==> src/rtl/dlx_pkg.sv <==
// Shared DLX definitions: text-segment base, word size, fetch FSM states
// and the {pc, inst} entry type carried from fetch toward decode.
package dlx_pkg;

    localparam logic [31:0] DLX_TEXT_BASE  = 32'h0040_0020;
    localparam int unsigned DLX_WORD_BYTES = 4;

    typedef enum logic {
        FETCH_IDLE,
        FETCH_ACCESS
    } fetch_state_t;

    typedef logic [31:0] inst_t;

    typedef struct packed {
        logic [31:0] pc;
        inst_t       inst;
    } fetch_entry_t;

    // Sequential fetch address; wraps naturally at 32 bits.
    function automatic logic [31:0] next_pc(input logic [31:0] pc);
        return pc + 32'(DLX_WORD_BYTES);
    endfunction

    // Instruction addresses are always word aligned.
    function automatic logic [31:0] word_align(input logic [31:0] a);
        return a & ~32'h3;
    endfunction

endpackage

==> src/rtl/imem_fetch_buf.sv <==
// fetch_buf: small shift-register FIFO of {pc, inst} entries between the
// fetch FSM and decode. Entry 0 is always the head, so the head outputs
// come straight from flops. Push and pop in the same cycle are legal
// even when full; flush empties the buffer and wins over push/pop.
module fetch_buf
    import dlx_pkg::*;
#(
    parameter int DEPTH = 1
) (
    input  logic         clk,
    input  logic         reset,
    input  logic         flush,
    input  logic         push,
    input  fetch_entry_t wr_entry,
    input  logic         pop,
    output logic         head_valid,
    output fetch_entry_t head,
    output logic         full
);

    localparam int EW = $bits(fetch_entry_t);

    logic [DEPTH*EW-1:0] mem_q, mem_d;
    logic [DEPTH-1:0]    vld_q, vld_d;
    logic                placed;

    // Next buffer contents: shift out on pop, fill first free slot on push.
    always_comb begin
        // NOTE: every signal assigned here gets a default first, so no latch is inferred.
        mem_d  = mem_q;
        vld_d  = vld_q;
        placed = 1'b0;
        if (pop) begin
            mem_d = mem_q >> EW;
            vld_d = vld_q >> 1;
        end
        if (push) begin
            for (int i = 0; i < DEPTH; i++) begin
                if (!placed && !vld_d[i]) begin
                    mem_d[i*EW +: EW] = wr_entry;
                    vld_d[i]          = 1'b1;
                    placed            = 1'b1;
                end
            end
        end
        if (flush) begin
            vld_d = '0;
        end
    end

    // Buffer state registers.
    always_ff @(posedge clk) begin
        // NOTE: the storage is reset too, because the head drives inst_o/pc_o, which must read zero out of reset.
        if (reset) begin
            // NOTE: sequential state uses non-blocking assignments only.
            mem_q <= '0;
            vld_q <= '0;
        end else begin
            mem_q <= mem_d;
            vld_q <= vld_d;
        end
    end

    assign head       = mem_q[EW-1:0];
    assign head_valid = vld_q[0];
    assign full       = vld_q[DEPTH-1];

endmodule

==> src/rtl/imem_fetch.sv <==
// imem_fetch: DLX instruction-fetch initiator. Holds the fetch PC, runs a
// wait-state sram read FSM and hands fetched words to decode through a
// valid/ready buffer. A redirect flushes everything and restarts at the
// new PC on the next cycle.
// Build option: define IMEM_FETCH_PREFETCH_EN for a 2-entry buffer that
// keeps fetching while one word waits for decode; otherwise the buffer
// holds a single word.
module imem_fetch
    import dlx_pkg::*;
#(
    parameter logic [31:0] RESET_PC    = DLX_TEXT_BASE,
    parameter int unsigned WAIT_CYCLES = 0
) (
    input  logic        clk,
    input  logic        reset,
    output logic        cs,
    output logic        oe,
    output logic        we,
    output logic [31:0] addr,
    output logic [31:0] din,
    input  logic [31:0] dout,
    input  logic        redirect_i,
    input  logic [31:0] redirect_pc_i,
    output logic        inst_valid_o,
    input  logic        inst_ready_i,
    output logic [31:0] inst_o,
    output logic [31:0] pc_o
);

`ifdef IMEM_FETCH_PREFETCH_EN
    localparam int BUF_DEPTH = 2;
`else
    localparam int BUF_DEPTH = 1;
`endif

    localparam logic [1:0]  WAIT_LAST  = 2'(WAIT_CYCLES);
    localparam logic [31:0] RESET_ADDR = word_align(RESET_PC);

    fetch_state_t state_q;
    logic [31:0]  pc_q;
    logic [1:0]   wait_q;
    logic         cs_q;
    logic         oe_q;

    logic         buf_full;
    logic         buf_valid;
    fetch_entry_t buf_head;
    fetch_entry_t wr_entry;
    logic         pop;
    logic         slot_free;
    logic         complete;

    // A pop in this cycle frees a slot for the word being captured now.
    assign pop       = inst_valid_o && inst_ready_i && !redirect_i;
    assign slot_free = !buf_full || pop;
    assign complete  = (state_q == FETCH_ACCESS) && (wait_q == WAIT_LAST)
                       && slot_free && !redirect_i;

    assign wr_entry = '{pc: pc_q, inst: dout};

    // Fetch FSM, PC and wait-state counter.
    always_ff @(posedge clk) begin
        if (reset) begin
            state_q <= FETCH_IDLE;
            pc_q    <= RESET_ADDR;
            wait_q  <= 2'd0;
            cs_q    <= 1'b0;
            oe_q    <= 1'b0;
        end else begin
            case (state_q)
                FETCH_IDLE: begin
                    state_q <= FETCH_ACCESS;
                    cs_q    <= 1'b1;
                    oe_q    <= 1'b1;
                    wait_q  <= 2'd0;
                    if (redirect_i) begin
                        pc_q <= word_align(redirect_pc_i);
                    end
                end
                FETCH_ACCESS: begin
                    cs_q <= 1'b1;
                    oe_q <= 1'b1;
                    if (redirect_i) begin
                        pc_q   <= word_align(redirect_pc_i);
                        wait_q <= 2'd0;
                    end else if (complete) begin
                        pc_q   <= next_pc(pc_q);
                        wait_q <= 2'd0;
                    end else if (wait_q != WAIT_LAST) begin
                        wait_q <= wait_q + 2'd1;
                    end
                end
            endcase
        end
    end

    fetch_buf #(
        .DEPTH (BUF_DEPTH)
    ) u_buf (
        .clk        (clk),
        .reset      (reset),
        .flush      (redirect_i),
        .push       (complete),
        .wr_entry   (wr_entry),
        .pop        (pop),
        .head_valid (buf_valid),
        .head       (buf_head),
        .full       (buf_full)
    );

    assign cs           = cs_q;
    assign oe           = oe_q;
    assign we           = 1'b0;
    assign din          = '0;
    assign addr         = pc_q;
    assign inst_valid_o = buf_valid;
    assign inst_o       = buf_head.inst;
    assign pc_o         = buf_head.pc;

endmodule

==> config.mk <==
export PLATFORM = sky130hd
export DESIGN_NAME = imem_fetch
export DESIGN_NICKNAME = d
export VERILOG_FILES = /design/src/rtl/dlx_pkg.sv /design/src/rtl/imem_fetch_buf.sv /design/src/rtl/imem_fetch.sv
export SDC_FILE = /design/constraint.sdc
export NUM_CORES = 1
export LEC_CHECK = 0
export ABC_AREA = 1
export CAP_MARGIN = 20
export CORE_MARGIN = 4
export CORE_UTILIZATION = 47
export CTS_CLUSTER_DIAMETER = 60
export CTS_CLUSTER_SIZE = 10
export DETAILED_ROUTE_END_ITERATION = 6
export PLACE_DENSITY = 0.86
export SETUP_SLACK_MARGIN = 0.2
export SLEW_MARGIN = 20
export SYNTH_ARGS = -nofsm -noshare
export SYNTH_HDL_FRONTEND = slang
export SYNTH_SLANG_ARGS = --single-unit
==> constraint.sdc <==
create_clock -name clk -period 3.7 [get_ports clk]
set_input_delay 1.11 -clock clk [delete_from_list [all_inputs] [get_ports clk]]
set_output_delay 1.11 -clock clk [all_outputs]
set_load 0.02 [all_outputs]
==> results.yml <==
status:
  status: "completed"
worst_setup_path:
  path_common_cell: "nand2_4"
  cp_slowest_cell: "clkdlybuf4s50_1"
  required_ns: 3.96
  worstSetupPathType: "in2reg"
  worstPathCellList: "clkdlybuf4s50_1 -> inv_4 -> nand2_4 -> nor2_4 -> nand2_4 -> nand2_4 -> inv_4 -> a21oi_1 -> or2_1 -> nand2_1 -> inv_1"
  worstPathArrival_ns: 3.02
  critPathBufInv: 4
  worstPathMaxFanout: 33
  worst_setup_path_end_kind: "flop"
  start_kind: "input pin"
  slowest_delay_ns: 0.53
  cp_top_family: "buffers and inverters"
min_path:
  hp-class: "reg2reg"
grt:
  gr-total-overflow: 0
  grt_pass1_wl_um: 22600
  grt_start_max_net_pins: 121
  grt_antenna_before_repair: 0
  grt_pass1_vias: 4443
  grt.total_usage: 0.221
synthesis:
  ys_types: 40
  syn_inst: 713
  synthesis.area_um2: 4950
  syn_area_per_cell_um2: 6.94
  seq_area_frac_synth: 0.396
  synth_seq_cells: 98
  synth.yosys.warnings: 0
sta:
  fin_tns_setup_ns: 0
  grt_setup_unrepaired: "no"
  drv_slew: 0
  finalSetupViolCount: 0
  worst_pin_slew_ns: 0.654
  finalHoldViolCount: 0
  skew_ns: 0.0113
  max_freq_mhz: 363
  post-route-period-util: 0.744
  finalCriticalPeriod_ns: 2.75
  slew_headroom: 0.564
floorplanning:
  core_um2: 10300
  dieArea_um2: 12200
  die_h_um: 111
  num_rows: 37
  start_util: 0.482
  die_w_um: 111
  num_io_pins: 200
layout:
  final_common_cell: "clkdlybuf4s50_1"
  layout_common_cells: "clkdlybuf4s50_1 (162), nand2_1 (161), dfxtp_1 (98), a21oi_1 (90), o21ai_0 (80)"
  finalNetCount: 921
  syn2layout_area_growth_pct: 34.9
  drive_above_1_share: 0.0689
  n_antenna_cell: 0
route:
  drt_iter0_drc: 430
  vias: 4936
  drtAntennaViolNets: 0
  drc: 0
  vias_per_cell: 4.98
  routedWlPerCell_um: 14.4
  wirelength_um: 14200
  firstDrtPassIters: 6
clocking:
  clock_path_buffers: 2
  htree_levels: 3
  root_buffer: "clkbuf_8"
  post_cts_buffers: 0
  cts_made_buffers: 9
  cts_sinks: 98
  cts_tree: "done"
  clk_pin_slew_worst_paths_ns: 0.10
  clkLatencyLatePin_ns: 0.36
  post_cts_resized: 0
  cts_hold_buf: 0
place:
  place.gp.congestion: 0.916
  io_buffers: 162
  dpl.hpwl_um: 10100
power:
  p_leak_nw: 2.50
  design_power_total_w: 0.00248
  vdd_ir_drop_max_mv: 0.226
  powerDensity_nw_per_um2: 371
job:
  cap_violations: 0
## cell usage after synthesis
master | count | area (µm²)
clkinv_1 | 1 | 3.75
nor2_4 | 4 | 45.0
buf_2 | 15 | 75.1
or2_1 | 1 | 6.26
inv_4 | 2 | 12.5
ha_1 | 2 | 25.0
o221ai_1 | 1 | 8.76
nand3_2 | 1 | 10.0
dfxtp_1 | 98 | 1960
o21bai_1 | 1 | 7.51
nand3b_1 | 1 | 7.51
o211a_1 | 1 | 10.0
nand2_1 | 161 | 604
a211oi_2 | 1 | 12.5
nor2_2 | 11 | 68.8
nor3_1 | 1 | 5.00
a31oi_1 | 2 | 12.5
a21oi_1 | 90 | 450
conb_1 | 1 | 3.75
inv_2 | 2 | 7.51
buf_4 | 40 | 300
o21ba_2 | 1 | 10.0
xor2_1 | 1 | 8.76
nand4_1 | 4 | 25.0
buf_1 | 1 | 3.75
clkbuf_1 | 19 | 71.3
a41oi_1 | 1 | 8.76
nor2_1 | 72 | 270
nand2_2 | 7 | 43.8
o211ai_1 | 1 | 7.51
nor3_2 | 2 | 20.0
buf_6 | 2 | 22.5
nand2_4 | 3 | 33.8
inv_1 | 33 | 124
o21ai_1 | 3 | 15.0
o21ai_0 | 80 | 400
or2_2 | 1 | 6.26
o21a_1 | 1 | 7.51
nand3_1 | 39 | 195
a211oi_1 | 5 | 37.5
## cell type report
| class | count | area, µm² |
|---|---|---|
| Sequential cell | 98 | 1960 |
| Timing Repair Buffer | 170 | 1690 |
| Clock buffer | 9 | 124 |
| Fill cell | 955 | 3600 |
| Tap cell | 136 | 170 |
| Multi-Input combinational cell | 534 | 2500 |
| Clock inverter | 7 | 77.6 |
| Inverter | 38 | 148 |
## metal layers
| metal | vias up | global-route usage | share of wire |
|---|---|---|---|
| met5 | - | 0 | 0 |
| met4 | 0 | 0.0805 | 0.024 |
| met3 | 22 | 0.0356 | 0.063 |
| met2 | 198 | 0.362 | 0.47 |
| met1 | 2169 | 0.294 | 0.44 |
| li1 | 2547 | - | - |
## state kept, by name, indices dropped and copies added (netlist names)
name and flops:
u_buf.head 64, addr 30, wait_q 2, oe 1
u_buf.full 1
## final timing paths
kind,startpoint,to,slack (ns),depth (start not counted)
hold reg to reg,u_buf.head[32],u_buf.head[32],0.47,2
setup / recovery,redirect_i,addr[14],0.95,11
hold / removal,u_buf.head[32],u_buf.head[32],0.47,2
setup reg to reg,wait_q[0],addr[14],1.85,11
## per-stage QoR
step	area, µm²	hold WS (ns)	std cells	setup WS (ns)	utilization
5_1_grt	6680	0.480	992	0.814	0.650
2_1_floorplan	5080	0.439	747	1.60	-
6_report	6680	0.466	992	0.947	0.650
4_1_cts	6680	0.469	992	0.976	0.650
3_5_place_dp	6470	0.455	976	0.589	0.630
3_3_place_gp	6470	0.446	976	0.624	0.630
## worst min-delay path: stages, from the launching register on
cell and delay, ns:
dfxtp_1 0.33, nand3_1 0.07, nor2_1 0.04
## cell families after synthesis
family | count (synthesis) | share of synthesized area
compound gates | 188 | 0.200
xor+xnor | 1 | 0.00177
fa+ha+maj | 2 | 0.00505
buf+inv | 115 | 0.125
flops | 98 | 0.396
other cells | 1 | 0.000758
simple gates | 308 | 0.271
## report_power, final
part           internal, W  switching (W)  total (W)  leakage [nW]
sequential         0.00113      0.0000735    0.00120         0.808
clock             0.000319       0.000397   0.000715        0.0938
combinational     0.000254       0.000309   0.000562          1.60
total              0.00170       0.000779    0.00248          2.50
No activity file was read; power rests on OpenSTA's default activity.
